==> src/rtl/idata_pair_fifo.sv <==
// Pair FIFO: buffers {do2,do1} words between the topdata source and a stalling consumer,
// tagging frame ends on the output side and summing accepted bytes mod 256.
module idata_pair_fifo #(
   parameter int unsigned DEPTH     = 8,
   parameter int unsigned FRAME_LEN = 4
) (
   input  logic                   clk,
   input  logic                   rst_n,
   input  logic                   in_valid,
   output logic                   in_ready,
   input  logic [7:0]             do1,
   input  logic [7:0]             do2,
   output logic                   out_valid,
   input  logic                   out_ready,
   output logic [15:0]            out_data,
   output logic                   out_last,
   output logic [$clog2(DEPTH):0] level,
   output logic [7:0]             csum
);

   localparam int unsigned AW = $clog2(DEPTH);
   localparam int unsigned LW = AW + 1;
   localparam int unsigned FW = (FRAME_LEN > 1) ? $clog2(FRAME_LEN) : 1;

   localparam logic [LW-1:0] FULL_LEVEL = LW'(DEPTH);
   localparam logic [FW-1:0] LAST_CNT   = FW'(FRAME_LEN - 1);

   logic [15:0]   mem_q [DEPTH];
   logic [AW-1:0] wr_ptr_q, wr_ptr_d;
   logic [AW-1:0] rd_ptr_q, rd_ptr_d;
   logic [LW-1:0] level_q, level_d;
   logic [FW-1:0] frame_cnt_q, frame_cnt_d;
   logic [7:0]    csum_q, csum_d;
   logic          push, pop;

   // Handshake flags come only from registered level, so there is no in->out comb path.
   assign in_ready  = (level_q != FULL_LEVEL);
   assign out_valid = (level_q != '0);
   assign out_last  = out_valid && (frame_cnt_q == LAST_CNT);
   assign out_data  = mem_q[rd_ptr_q];
   assign level     = level_q;
   assign csum      = csum_q;

   assign push = in_valid && in_ready;
   assign pop  = out_valid && out_ready;

   always_comb begin
      // NOTE: every _d gets its hold value first so no path through this block can infer a latch.
      wr_ptr_d    = wr_ptr_q;
      rd_ptr_d    = rd_ptr_q;
      level_d     = level_q;
      frame_cnt_d = frame_cnt_q;
      csum_d      = csum_q;

      if (push) begin
         wr_ptr_d = wr_ptr_q + AW'(1);
         csum_d   = csum_q + do1 + do2;
      end

      if (pop) begin
         rd_ptr_d    = rd_ptr_q + AW'(1);
         frame_cnt_d = out_last ? '0 : frame_cnt_q + FW'(1);
      end

      unique case ({push, pop})
         2'b10:   level_d = level_q + LW'(1);
         2'b01:   level_d = level_q - LW'(1);
         default: level_d = level_q;
      endcase
   end

   // NOTE: state registers use non-blocking assignment so all of them update together at the edge.
   always_ff @(posedge clk or negedge rst_n) begin
      if (!rst_n) begin
         wr_ptr_q    <= '0;
         rd_ptr_q    <= '0;
         level_q     <= '0;
         frame_cnt_q <= '0;
         csum_q      <= '0;
      end else begin
         wr_ptr_q    <= wr_ptr_d;
         rd_ptr_q    <= rd_ptr_d;
         level_q     <= level_d;
         frame_cnt_q <= frame_cnt_d;
         csum_q      <= csum_d;
      end
   end

   // NOTE: the storage array has no reset; out_valid masks stale contents, and leaving it unreset lets it map to RAM.
   always_ff @(posedge clk) begin
      if (push) begin
         mem_q[wr_ptr_q] <= {do2, do1};
      end
   end

endmodule
==> config.mk <==
export PLATFORM = sky130hd
export DESIGN_NAME = idata_pair_fifo
export DESIGN_NICKNAME = d
export VERILOG_FILES = /design/src/rtl/idata_pair_fifo.sv
export SDC_FILE = /design/constraint.sdc
export NUM_CORES = 1
export LEC_CHECK = 0
export ABC_AREA = 0
export CELL_PAD_IN_SITES_DETAIL_PLACEMENT = 0
export CELL_PAD_IN_SITES_GLOBAL_PLACEMENT = 1
export CORE_AREA = 3 3 97 136
export CTS_CLUSTER_DIAMETER = 200
export DETAILED_ROUTE_END_ITERATION = 8
export DIE_AREA = 0 0 100 139
export HOLD_SLACK_MARGIN = 0.08
export PLACE_DENSITY = 0.88
export SLEW_MARGIN = 20
export SYNTH_ARGS = -nofsm -noshare
export SYNTH_HDL_FRONTEND = slang
export SYNTH_SLANG_ARGS = --single-unit
export TNS_END_PERCENT = 100
==> constraint.sdc <==
create_clock -name clk -period 5 [get_ports clk]
set_clock_uncertainty 0.05 [all_clocks]
set_input_delay 0.5 -clock clk [delete_from_list [all_inputs] [get_ports clk]]
set_output_delay 0.5 -clock clk [all_outputs]
set_load 0.02 [all_outputs]
==> summary.md, run 1 <==
| Metric | Value |
|---|---|
| Outcome | finished, final reports clean |
| Via density | 5.683 |
| Die area | 13900 um^2 |
| Filler cells | 828 |
| Crit share post-route | 0.7159 |
| HP Start | csum[7] |
| Cells after Synth | 314 |
| Synth cell types | 29 |
| Clock network power share | 0.256 |
| Wire length per cell | 21.35 um |
| Int Power | 3.228 mW |
| CP arrival | 3030 ps |
| Sequential power share | 0.384 |
| Hold Path Stages | 1 |
| Switching Power | 1.506 mW |
| IO Port Bufs | 50 |
| CP Capture Type | primary output |
| Worst-path clk slew | 60 ps |
| Avg Cell Area, Syn | 19.94 um^2 |
| Initial antenna violation count | 0 |
| TritonCTS clock tree | built |
| Worst slew margin | 0.2690 |
| Final Hold Fails | 0 |
| Element type at the critical path start | register |
| Crit Path Category | register to primary output |
| Most frequent cells in the layout | edfxtp_1 (128), clkdlybuf4s50_1 (50), mux4_1 (28) |
| PD cells | 627.7 nW/um^2 |
| R2R Path Start | level[0] |
| Max Slew Vio Count | 0 |
| Starting DRC count in detailed routing | 143 |
| Pleak | 2.682 nW |
| Yosys top cell area share | 0.6138 |
| Die height | 139 um |
| CTS H-tree lvls | 4 |
| Fin nets | 417 |
| Min cycle time layout | 3579 ps |
| Commonest non-fill, non-tap cell in the layout | edfxtp_1 |
| Most used DFF post-synth | edfxtp_1 |
| Number of gates resized after CTS | 0 |
| Bufs and invs on worst path | 2 |
| Rows | 48 |
| Die W | 100 um |
| Switch share | 0.3181 |
| Final Setup Violations | 0 |
| Routed WL | 11.53 mm |
| DRT antenna net count | 0 |
| First-pass GRT wire length | 18.43 mm |
| Worst path max stage delay | 660 ps |
| Clk root buf | clkbuf_16 |
| Total gr overflow | 0 |
| Hold_buf cts | 0 |
| CP top delay family | buffers and inverters |
| Async set or reset register ratio after synthesis | 0.1351 |
| Max IR drop VDD | 0.0004618 V |
| Synthesis-to-layout area growth | 20.44% |
| Largest net degree at the start of global routing | 27 |
| Hold Crit Class | register to register |
| Setup Buffers After CTS | 0 |
| Clock buffer count from CTS | 17 |
| Top cells by area, synth | edfxtp_1 (61%), mux4_1 (12%), dfrtp_1 (8.0%) |
| Area of the multi-input gates | 1869 um^2 |
| Setup TNS Final | 0 ps |
| Initial DRT Pass Iterations | 4 |
| Clock tree buffer depth | 2 |
| Sequential share of the synthesized area | 0.6937 |
| GRT Overall Usage | 0.1807 |
| Post-synth EDFFs | 128 |
| Max Freq | 0.2794 GHz |
| Number of diodes | 0 |
| Worst skew pair latency | 410 ps |
| Share of cells above drive strength 1 | 0.1667 |
| Reg2reg end | level[2] |
| Register-to-register setup slack | 2050 ps |
| Cell area after synthesis | 6262 um^2 |
| Placer Congestion | 0.7602 |
| Yosys warns | 0 |
| I/O pin total | 51 |
| WHS Endpoint | csum[7] |
| Reg2Reg Depth | 10 |
| Placeable core area | 12190 um^2 |
| RSZ-0062 raised after global routing | no |
| Syn Nets | 354 |
| Routed vias | 3069 |
| Number of synthesized register bits | 148 |
| Final HPWL DP | 7.021 mm |
| CTS sink count | 148 |
| Residual DRC | 0 |
| Initial Util | 0.5136 |
| CP max FO | 26 |
| # Max-Cap Violations | 0 |
| Worst-Margin Slew | 1093 ps |
| Crit-path cells | buf_4 > mux4_1 > mux2_2 > clkdlybuf4s50_1 |
| Register area | 4344 um^2 |
| Hold WS | 441.9 ps |
| Largest area contributor in the netlist | edfxtp_1 |
| Slowest cell on the critical path | dfrtp_1 |
| Number of global-route vias before repair | 3260 |
| WP data required | 4450 ps |
| Combinational Power Share | 0.359 |
[area by class of cell]
type,count,share of cell area
clock inverters,11,0.01676
repair buffers,56,0.07233
clock buffers,21,0.05972
inverters,5,0.002488
flip-flops and latches,148,0.5760
multi-input cells,149,0.2478
well taps,150,0.02488
[metal layers]
layer	vias to the layer above	track usage	wire length, um
met5	-	0	0
met4	0	0.05536	178
met3	15	0.04378	594
met2	79	0.2958	5973
met1	1582	0.2412	4783
li1	1393	-	-
[cell families after synthesis]
logic type	share of synthesized area
AO/OA/AOI/OAI	0.01898
XOR/XNOR	0.02378
adder cells (fa/ha/maj)	0.04955
buffers and inverters	0.01598
flip-flops	0.6937
multiplexers	0.1678
AND/OR/NAND/NOR	0.03017
[power groups by stage]
stage	Clock (mW)	Sequential (mW)	Combinational [mW]
finish	1.21	1.82	1.70
global placement	0	1.83	1.68
detailed placement	0	1.85	1.71
CTS	1.24	1.82	1.73
global route	1.29	1.85	1.84
floorplan	0	1.77	1.15
[registers in the layout, indices dropped and copies added, names as in the netlist]
register     count
csum             8
frame_cnt_q      2
level            4
mem_q          128
rd_ptr_q         3
wr_ptr_q         3
[synth_stat cells (4+ instances only)]
| cell type | count |
|---|---|
| o21ai_0 | 7 |
| buf_2 | 4 |
| xor2_1 | 8 |
| ha_1 | 12 |
| mux4_1 | 28 |
| a21oi_1 | 5 |
| a21o_1 | 5 |
| dfrtp_1 | 20 |
| nor2_1 | 5 |
| nand2b_1 | 4 |
| xnor2_1 | 9 |
| fa_1 | 8 |
| edfxtp_1 | 128 |
| inv_1 | 5 |
| nand2_1 | 19 |
| mux4_2 | 4 |
| mux2_2 | 20 |
| nor3_1 | 6 |
| buf_6 | 4 |
[how the worst max path moves through the flow]
stage,startpoint,end,slack (ps),cells past startpoint
detailed placement,do2[1],csum[7],1640,9
global placement,do2[1],csum[7],1740,9
floorplan,level[1],mem_q[0][0],1820,5
CTS,rd_ptr_q[0],out_data[13],1370,4
finish,rd_ptr_q[0],out_data[9],1420,4
global route,rd_ptr_q[0],out_data[9],1300,4
[through the flow]
stage	power, mW	std cells	cell area (um^2)	worst slack (ps)	utilization
after floorplan	2.919	314	6262	1819	-
after global placement	3.511	508	6965	1735	0.5713
after detailed placement	3.559	508	6965	1638	0.5713
after CTS	4.786	540	7542	1370	0.6186
after global routing	4.983	540	7542	1304	0.6186
final	4.735	540	7542	1421	0.6186
Power figures use the tool's default switching activity.
==> run 2, diff against run 1 <==
--- a/config.mk
+++ b/config.mk
@@ -8,12 +8,12 @@
 export ABC_AREA = 0
 export CELL_PAD_IN_SITES_DETAIL_PLACEMENT = 0
 export CELL_PAD_IN_SITES_GLOBAL_PLACEMENT = 1
-export CORE_AREA = 3 3 97 136
+export CORE_AREA = 3 3 99 139
 export CTS_CLUSTER_DIAMETER = 200
 export DETAILED_ROUTE_END_ITERATION = 8
-export DIE_AREA = 0 0 100 139
+export DIE_AREA = 0 0 102 142
 export HOLD_SLACK_MARGIN = 0.08
-export PLACE_DENSITY = 0.88
+export PLACE_DENSITY = 0.86
 export SLEW_MARGIN = 20
 export SYNTH_ARGS = -nofsm -noshare
 export SYNTH_HDL_FRONTEND = slang
==> constraint.sdc (replaced) <==
create_clock -name clk -period 3.3 [get_ports clk]
set_clock_uncertainty 0.05 [all_clocks]
set_input_delay 0.33 -clock clk [delete_from_list [all_inputs] [get_ports clk]]
set_output_delay 0.33 -clock clk [all_outputs]
set_load 0.02 [all_outputs]
==> summary.md, run 2 (same netlist as run 1, synthesis figures left out) <==
| Metric | Value |
|---|---|
| CP max FO | 32 |
| TritonCTS clock tree | built |
| Slowest cell on the critical path | mux4_1 |
| CTS H-tree lvls | 4 |
| I/O pin total | 51 |
| Crit-path cells | buf_12 > mux4_1 > mux2_2 > clkdlybuf4s50_1 |
| Reg2Reg Depth | 8 |
| Min cycle time layout | 2960 ps |
| WP data required | 2920 ps |
| Final HPWL DP | 7.299 mm |
| CP Capture Type | primary output |
| Routed vias | 3134 |
| Hold_buf cts | 0 |
| DRT antenna net count | 0 |
| CP arrival | 2580 ps |
| Die area | 14480 um^2 |
| Via density | 5.657 |
| Final Setup Violations | 0 |
| Worst-path clk slew | 60 ps |
| Starting DRC count in detailed routing | 165 |
| Pleak | 2.765 nW |
| Most frequent cells in the layout | edfxtp_1 (128), clkdlybuf4s50_1 (50), mux4_1 (28) |
| Most flops, register | mem_q |
| Register-to-register setup slack | 710 ps |
| Routed WL | 11.94 mm |
| IO Port Bufs | 50 |
| Placeable core area | 12750 um^2 |
| Die W | 102 um |
| GRT Overall Usage | 0.1763 |
| Final Hold Fails | 0 |
| # Max-Cap Violations | 0 |
| Design area | 7659 um^2 |
| Rows | 49 |
| Number of gates resized after CTS | 0 |
| Max Freq | 0.3378 GHz |
| Hold Crit Class | input port to async pin |
| Worst skew pair latency | 410 ps |
| Number of global-route vias before repair | 3341 |
| Worst slew margin | 0.3305 |
| Wire length per cell | 21.56 um |
| Worst-Margin Slew | 1001 ps |
| R2R Path Start | csum[1] |
| Clock buffer count from CTS | 17 |
| Setup TNS Final | 0 ps |
| Fin nets | 428 |
| Bufs and invs on worst path | 2 |
| Final core utilization | 0.6006 |
| Synthesis-to-layout area growth | 22.30% |
| Power consumption | 7.340 mW |
| Share of cells above drive strength 1 | 0.1895 |
| First-pass GRT wire length | 18.23 mm |
| CTS sink count | 148 |
| Element type at the critical path start | register |
| Die height | 142 um |
| CP top delay family | multiplexers |
| Largest net degree at the start of global routing | 33 |
| Critical path origin | rd_ptr_q[0] |
| Post-Layout Cell Count | 554 |
| Clock tree buffer depth | 2 |
| Initial Util | 0.4911 |
| PD cells | 958.4 nW/um^2 |
| Worst path max stage delay | 610 ps |
| Max IR drop VDD | 0.0005383 V |
| Placed Instances | 522 |
| Placed cell area | 7039 um^2 |
| WP depth | 4 |
| Largest register FFs | 128 |
| Placer Congestion | 0.8345 |
| Clk root buf | clkbuf_16 |
| Initial DRT Pass Iterations | 4 |
| Crit Path Category | register to primary output |
| Total gr overflow | 0 |
| Outcome | finished, final reports clean |
| Initial antenna violation count | 0 |
| Filler cells | 907 |
| Setup Buffers After CTS | 0 |
| RSZ-0062 raised after global routing | no |
| Commonest non-fill, non-tap cell in the layout | edfxtp_1 |
| Max Slew Vio Count | 0 |
| Residual DRC | 0 |
| Number of diodes | 0 |
| Crit share post-route | 0.8970 |
## run 2: changes by cell type in the layout (fill, tap and decap cells not counted)
cell / previous run / this run
buf_4: 6 / 16
nor3_2: 0 / 4
nor3_4: 4 / 0
clkinvlp_4: 4 / 1
clkbuf_16: 17 / 19
clkbuf_8: 1 / 3
inv_6: 2 / 0
buf_12: 0 / 1
clkinv_2: 2 / 3
## run 2: worst paths after layout
check                          endpoint
setup / recovery           out_data[12]
hold / removal              wr_ptr_q[0]
setup reg to reg                csum[7]
hold reg to reg             rd_ptr_q[2]
max in group asynchronous       csum[0]
min in group clk            rd_ptr_q[2]
## run 2: report_power, final
| group | leakage [nW] | internal (mW) | switching [mW] |
|---|---|---|---|
| registers | 1.40 | 2.42 | 0.212 |
| logic | 1.06 | 1.38 | 1.37 |
| clock network | 0.304 | 1.26 | 0.704 |
## run 2: metrics by stage
stage	hold WS [ps]	setup slack, ps
floorplan	-15.59	119.1
global placement	412.0	330.4
detailed placement	436.9	236.8
CTS	427.9	289.1
global route	458.0	255.0
finish	419.9	340.0
## run 2: area by class of cell
type | instances | area [um^2] | area share
Sequential cell | 148 | 4344 | 0.5672
Multi-Input combinational cell | 149 | 1844 | 0.2408
Timing Repair Buffer | 67 | 640.6 | 0.08365
Clock buffer | 25 | 528.0 | 0.06894
Tap cell | 153 | 191.4 | 0.02500
Clock inverter | 7 | 91.34 | 0.01193
Inverter | 5 | 18.77 | 0.002451
## run 2: routing by layer
metal | part of all wire | track usage | wire (um) | vias up
met5 | 0 | 0 | 0 | -
met2 | 0.55 | 0.2977 | 6543 | 74
met1 | 0.40 | 0.2150 | 4801 | 1633
li1 | - | - | - | 1415
met3 | 0.037 | 0.05689 | 441 | 12
met4 | 0.013 | 0.05667 | 157 | 0
## run 2: worst register-to-register path, delay by kind of cell (launching register included)
kind | cells | cell delay (ps)
adder cells (fa/ha/maj) | 3 | 1140
AO/OA/AOI/OAI | 2 | 460
flip-flops | 1 | 420
XOR/XNOR | 2 | 300
AND/OR/NAND/NOR | 1 | 140
